**src/rtl/gpio_input_filter.sv**
```systemverilog
// Purpose     : pad input conditioning for GPIO: 2-flop sync, per-channel debounce,
//               edge detect into a W1C pending register with a level interrupt.
// Latency     : pad to input_o is 2 sync flops plus DEBOUNCE_CYCLES qualify cycles
//               (macro defined) or one further flop (macro undefined).
// Backpressure: none; pads are sampled every cycle and the register bus never stalls.
//
// Ports: clk_i/rst_ni (sync active-low); write_i, addr_i, wdata_i, rdata_o form the
//        register bus (0:PEND W1C, 2:RISE_EN, 4:FALL_EN, 6:RAW read-only);
//        pad_i raw pads, input_o filtered levels, irq_o = |PEND.
// Build option: define GPIO_INPUT_FILTER_DEBOUNCE_EN to include the per-channel
//        debounce counters; without it the filtered level follows s2 one cycle later.
module gpio_input_filter #(
   parameter int WIDTH           = 16,
   parameter int DEBOUNCE_CYCLES = 1000
) (
   input  logic              clk_i,
   input  logic              rst_ni,
   input  logic              write_i,
   input  logic [2:0]        addr_i,
   input  logic [31:0]       wdata_i,
   output logic [31:0]       rdata_o,
   input  logic [WIDTH-1:0]  pad_i,
   output logic [WIDTH-1:0]  input_o,
   output logic              irq_o
);

   // Registers are halfwords, so the channel count is pinned to 16.
   if (WIDTH != 16) begin : g_width_chk
      $error("gpio_input_filter: WIDTH must be 16");
   end
   if (DEBOUNCE_CYCLES < 1) begin : g_db_chk
      $error("gpio_input_filter: DEBOUNCE_CYCLES must be at least 1");
   end

   logic [WIDTH-1:0] s1, s2, stable;
   logic [WIDTH-1:0] upd;          // channels whose stable level flips this edge
   logic [WIDTH-1:0] evt;
   logic [WIDTH-1:0] pend, rise_en, fall_en;
   logic             wr_pend, wr_rise, wr_fall;
   logic             unused_wdata;

   assign unused_wdata = ^wdata_i[31:WIDTH];

   always_ff @(posedge clk_i) begin
      if (!rst_ni) begin
         s1 <= '0;
         s2 <= '0;
      end else begin
         s1 <= pad_i;
         s2 <= s1;
      end
   end

`ifdef GPIO_INPUT_FILTER_DEBOUNCE_EN
   localparam int CW = (DEBOUNCE_CYCLES > 1) ? $clog2(DEBOUNCE_CYCLES) : 1;
   localparam logic [CW-1:0] CNT_MAX = CW'(DEBOUNCE_CYCLES - 1);

   logic [CW-1:0] cnt [WIDTH];

   // A level is accepted only once s2 has differed from stable for
   // DEBOUNCE_CYCLES consecutive edges; any return to stable restarts the count.
   always_comb begin
      upd = '0;
      for (int i = 0; i < WIDTH; i++) begin
         upd[i] = (s2[i] != stable[i]) && (cnt[i] == CNT_MAX);
      end
   end

   always_ff @(posedge clk_i) begin
      if (!rst_ni) begin
         for (int i = 0; i < WIDTH; i++) begin
            cnt[i] <= '0;
         end
      end else begin
         for (int i = 0; i < WIDTH; i++) begin
            if ((s2[i] == stable[i]) || upd[i]) begin
               cnt[i] <= '0;
            end else begin
               cnt[i] <= cnt[i] + 1'b1;
            end
         end
      end
   end
`else
   always_comb begin
      upd = s2 ^ stable;
   end
`endif

   always_ff @(posedge clk_i) begin
      if (!rst_ni) begin
         stable <= '0;
      end else begin
         stable <= stable ^ upd;
      end
   end

   assign input_o = stable;

   // After a flip, s2 holds the new level: 1 means a rising edge, 0 falling.
   assign evt = (upd & s2 & rise_en) | (upd & ~s2 & fall_en);

   assign wr_pend = write_i && (addr_i == 3'h0);
   assign wr_rise = write_i && (addr_i == 3'h2);
   assign wr_fall = write_i && (addr_i == 3'h4);

   always_ff @(posedge clk_i) begin
      if (!rst_ni) begin
         pend    <= '0;
         rise_en <= '0;
         fall_en <= '0;
      end else begin
         // OR-ing evt after the clear lets a same-edge event win over W1C.
         pend <= (pend & ~(wr_pend ? wdata_i[WIDTH-1:0] : '0)) | evt;
         if (wr_rise) begin
            rise_en <= wdata_i[WIDTH-1:0];
         end
         if (wr_fall) begin
            fall_en <= wdata_i[WIDTH-1:0];
         end
      end
   end

   assign irq_o = |pend;

   always_comb begin
      rdata_o = '0;
      if (!addr_i[0]) begin
         case (addr_i[2:1])
            2'd0:    rdata_o[WIDTH-1:0] = pend;
            2'd1:    rdata_o[WIDTH-1:0] = rise_en;
            2'd2:    rdata_o[WIDTH-1:0] = fall_en;
            2'd3:    rdata_o[WIDTH-1:0] = s2;
            default: rdata_o = '0;
         endcase
      end
   end

endmodule

```
**config.mk**
```make
export PLATFORM = sky130hd
export DESIGN_NAME = gpio_input_filter
export DESIGN_NICKNAME = d
export VERILOG_FILES = /design/src/rtl/gpio_input_filter.sv
export SDC_FILE = /design/constraint.sdc
export NUM_CORES = 1
export LEC_CHECK = 0
export ABC_AREA = 0
export CAP_MARGIN = 10
export CELL_PAD_IN_SITES_DETAIL_PLACEMENT = 0
export CELL_PAD_IN_SITES_GLOBAL_PLACEMENT = 1
export CORE_ASPECT_RATIO = 0.9
export CORE_MARGIN = 5
export CORE_UTILIZATION = 38
export CTS_BUF_LIST = sky130_fd_sc_hd__clkbuf_16
export CTS_CLUSTER_DIAMETER = 150
export DETAILED_ROUTE_END_ITERATION = 8
export PLACE_DENSITY_LB_ADDON = 0.1
export SLEW_MARGIN = 30
export SYNTH_ARGS = -nofsm -noshare
export SYNTH_HDL_FRONTEND = slang
export SYNTH_SLANG_ARGS = --single-unit
```
**constraint.sdc**
```tcl
create_clock -name clk_i -period 2.6 [get_ports clk_i]
set_input_delay 0.78 -clock clk_i [delete_from_list [all_inputs] [get_ports clk_i]]
set_output_delay 0.78 -clock clk_i [all_outputs]
set_load 0.02 [all_outputs]
```
---- Word-level counts from Yosys, hierarchy flattened ----
Index checks and enable logic that the tools add are counted.
storage, ports and cells
  bits in registers ....................... 96
  input bits .............................. 54
  output and inout port bits .............. 49
  logic and storage cells ................. 31
cells by class
  equality and inequality tests ........... 5
  muxes and demuxes ....................... 3
  bitwise gates (word level) .............. 11
  reductions and logical operators ........ 6
operators by type and width
  operator                                             number
  AND 16 bit                                           5
  case mux 16 bit (4 select lines)                     1
  2-to-1 mux 16 bit                                    2
  inverter 16 bit                                      2
  OR 16 bit                                            2
  XOR 16 bit                                           2
  OR reduction 16 bit                                  1
  equality test 2 bit, second input constant           2
  equality test 3 x 2 -> 1 bit, second input constant  1
  equality test 3 bit, second input constant           1
  logical AND 1 bit                                    3
  zero test 3 bit                                      1
  equality test 2 x 1 -> 1 bit, second input constant  1
  zero test 2 bit                                      1

---- Longest topological paths before layout ----
  word-level depth ........................ 6
  mapped depth ............................ 6
  mapped depth without buffers ............ 4

---- Worst setup path after synthesis ----
OpenSTA, ideal clock, no wires.
  path type ............................... input-to-output
  start ................................... input addr_i[1]
  end ..................................... output rdata_o[10]
  arrival ................................. 1.772 ns
  data required time ...................... 1.820 ns
  path slack .............................. 0.048 ns
  stages on the path ...................... 4
  buffers on the path ..................... 2
  cells stage by stage .................... buf_6 buf_6 mux4_2 nor2b_1
between the ends
  cells in the longest elaborated chain, start to end .. 3
  elaborated cells on any way between the ends .. 6
  those cells by class .................... eq/ne: 3; mux: 2; reduce/logical: 1
ends and longest elaborated chain
  element                                            RTL line  source
  start, declared                                    19        input logic [2:0] addr_i,
  equality test 2 bit, or another cell as far along  129       case (addr_i[2:1])
  case mux 16 bit (4 select lines) (*)               129
  2-to-1 mux 16 bit (*)                              128       if (!addr_i[0]) begin
  end, declared                                      21        output logic [31:0] rdata_o,
Every way passes the cells marked *; elsewhere a longest branch is shown, timed or not.

---- Worst setup path in the final report ----
  start ................................... input addr_i[1]
  end ..................................... output rdata_o[12]
The elaborated chain is that of the path after synthesis.

==> summary.md <==
| Metric | Value |
|---|---|
| Status | `finished, final reports clean` |
| Clk_skew | `approximately 0.005 ns` |
| Post-synth ARST share | `0` |
| Num CTS Buffers | `9` |
| Max-slew violations | `0` |
| Reg2Reg Launch Point | `input_o[14]` |
| WP data arrival | `approximately 1.8 ns` |
| Setup WS pre-CTS | `-0.888 ns` |
| Leakage power | `approximately 0.0023 µW` |
| Critical Path Sink | `rdata_o[12]` |
| Met1 usage in global routing | `0.221` |
| CP startpoint kind | `input port` |
| # IOs | `between 100 and 150` |
| CP peak stage delay | `between 0.5 and 0.6 ns` |
| Vias in the first global route | `around 3200` |
| Cell Rows | `38` |
| Final wirelength | `10900 µm` |
| Share of cells above drive strength 1 | `0.141` |
| Critical Path Source | `addr_i[1]` |
| Post-DRT Antenna Nets | `0` |
| Main combinational cell family by area after synthesis | `simple AND/OR/NAND/NOR gates` |
| Yosys reg bits | `96` |
| DR DRC count | `0` |
| Synth top area cells | `dfxtp_1 (42%), ha_1 (8.7%), mux4_2 (7.8%)` |
| Max-capacitance violation count | `0` |
| Most instantiated cells after synthesis | `dfxtp_1 (96), nand2_1 (80), and2_1 (48), inv_1 (48), ha_1 (32)` |
| Most used cell, CP | `buf_12` |
| Total GRT Usage | `0.156` |
| Worst vdd ir | `around 370 µV` |
| First-pass iteration count of the detailed router | `5` |
| Area Growth Syn to Fin | `27.4%` |
| Area leader, netlist | `dfxtp_1` |
| H-tree depth | `3` |
| Clock period minus worst slack | `roughly 2.6 ns` |
| Die Footprint | `between 10000 and 15000 µm²` |
| Max-slew headroom | `0.598` |
| Initial Util | `0.385` |
| Fmax | `approximately 390 MHz` |
| Power Density | `approximately 760 nW/µm²` |
| R2R Setup Slk | `between 1 and 1.5 ns` |
| Synth Area in Compound Gates | `0.113` |
| Port bufs | `70` |
| Crit-path slowest cell | `mux4_2` |
| RR Endpoint | `pend[14]` |
| Setup CP Type | `in -> out` |
| Post-synth top flop | `dfxtp_1` |
| Nets | `~630` |
| Initial antenna violation count | `0` |
| Core area | `~12000 µm²` |
| # diodes | `0` |
| CP cell instances | `buf_12, buf_12, mux4_2, nor2b_4, buf_6` |
| Root buffer cell | `clkbuf_16` |
| DRT iter0 DRCs | `between 200 and 250` |
| Setup ws final | `roughly 0.019 ns` |
| Multiplexer share of the synthesized area | `0.0785` |
| Synthesized-area fraction occupied by xor and xnor cells | `0.0305` |
| Post-Synthesis Cells | `469` |
| GRT busiest layer | `met2` |
| Min Hold Slack | `roughly 0.43 ns` |
| Post-synth top area share | `0.419` |
| HP Class | `reg -> reg` |
| Top-count cell post-synth | `dfxtp_1` |
| Hold Vio Cnt, Final | `0` |
| Met3 Resource Use GR | `0.0415` |
| Adder-cell share of the synthesized area | `0.0872` |
| Ratio of final minimum period to clock period | `0.993` |
| Sequential fraction of the synthesis area | `0.419` |
| CP Capture Type | `output pin` |
| Final Instance Count excl. Fillers | `a little over 700` |
| CP max FO | `7` |
| Synth Area in Simple Gates | `0.172` |
| EDFF count, synth | `0` |
| CTS clk-pin slew, worst paths | `0.07 ns` |
| Met2 GRT Util | `0.240` |
| Final core utilization | `0.490` |
| Worst Reg-to-Reg Cells | `4` |
| Routed via count | `around 3300` |
| Sink Count | `96` |
| Placer congestion estimate | `0.745` |
| First-pass GRT wire length | `between 15000 and 20000 µm` |
| Vias per cell | `roughly 4.7` |
| Final setup fails | `0` |
| Placed Cells | `between 600 and 700` |
| Post-synthesis cell type count | `22` |
| Chip width | `between 100 and 150 µm` |
| Worst-Skew Late Latency | `roughly 0.34 ns` |
| Pin count of the biggest net entering global routing | `37` |
| Required time worst endpoint | `between 1.5 and 2 ns` |
| Synthesis warning total | `0` |
| Slew @ Worst Pin | `0.603 ns` |
| Routed wire length per instance | `15.4 µm` |
| Post-Syn Area | `approximately 4600 µm²` |
| Dpl hpwl | `~7400 µm` |
| Mean Syn Cell Area | `9.79 µm²` |
| Worst-case clock buffer depth | `2` |
| RSZ-0062 raised after global routing | `yes` |
| Remaining Overflow, GRT | `0` |
| Die H | `114 µm` |
| Clock tree from TritonCTS | `yes` |
==> cell usage in the layout (no fill, tap or decap), types with 2 or more instances in the layout <==
cell	Yosys	final
buf_6	4	5
a21boi_1	25	25
nor2b_4	0	3
clkinvlp_4	0	2
buf_12	0	5
nand2_1	80	80
bufinv_16	0	2
and2_1	48	48
inv_1	48	49
ha_1	32	32
mux4_2	16	16
and4bb_2	2	2
a21boi_0	23	23
xnor2_1	16	16
dfxtp_1	96	96
nand4bb_1	2	2
nor2b_1	16	13
clkdlybuf4s50_1	0	50
buf_16	0	2
clkbuf_16	0	9
a222oi_1	16	16
buf_2	4	11
buf_4	21	15
conb_1	1	16
nor4_2	0	3
==> cells by family after synthesis <==
family	after synthesis
adder cells (fa/ha/maj)	32
flip-flops	96
other	1
multiplexers	16
XOR/XNOR	16
AND/OR/NAND/NOR	154
buffers and inverters	90
AO/OA/AOI/OAI	64
==> sequential cells by signal, indices dropped and copies added, names as in the netlist <==
signal / flops
s1: 16
input_o: 16
rise_en: 16
fall_en: 16
pend: 16
s2: 16
==> per-layer routing <==
metal,up-vias,part of all wire
met1,1567,0.50
met4,0,0.0077
met3,7,0.047
met5,-,0
li1,1665,-
met2,94,0.44
==> repair_timing <==
action / in CTS / in global routing
endpoints found under the setup margin: 17 / 12
hold endpoints to repair: 0 / 0
gates resized for setup: 94 / 7
hold buffers: 0 / 0
cloned: 3 / 0
setup buffers: 1 / 1
==> critical path, delay by kind of cell <==
family	cells	cell delay (ns)
mux	1	0.51
buf+inv	3	0.35
simple gates	1	0.15
==> layout make-up <==
type / instances / area (µm²)
clock inverter: 7 / 87.6
inverter: 48 / 180
clock buffer: 9 / 225
timing repair buffer: 90 / 921
multi-input combinational: 298 / 2310
sequential: 96 / 1920
fill: 1141 / 6090
tap: 160 / 200
==> metrics by stage <==
stage	area (µm²)	total power, µW	setup TNS, ns
2_1_floorplan	4650	2590	0
3_3_place_gp	5430	3020	-14.07
3_5_place_dp	5430	3050	-14.07
4_1_cts	5820	4480	-0.00932
5_1_grt	5850	4690	-0.0909
6_report	5850	4420	0
==> worst min path at each step <==
stage | cells past startpoint | to | slack, ns | startpoint
after floorplan | 1 | s2[5] | 0.41 | s1[5]
after global placement | 1 | s2[15] | 0.42 | s1[15]
after detailed placement | 1 | s2[1] | 0.42 | s1[1]
after CTS | 1 | s2[2] | 0.43 | s1[2]
after global routing | 1 | s2[4] | 0.45 | s1[4]
final | 1 | s2[2] | 0.43 | s1[2]
==> report_power, final <==
part           switching [µW]  total, µW  internal (µW)
Clock                     557       1390            834
Sequential                179       1820           1640
Combinational             545       1210            669
Total                    1280       4420           3140
(Power assumes the default switching activity.)
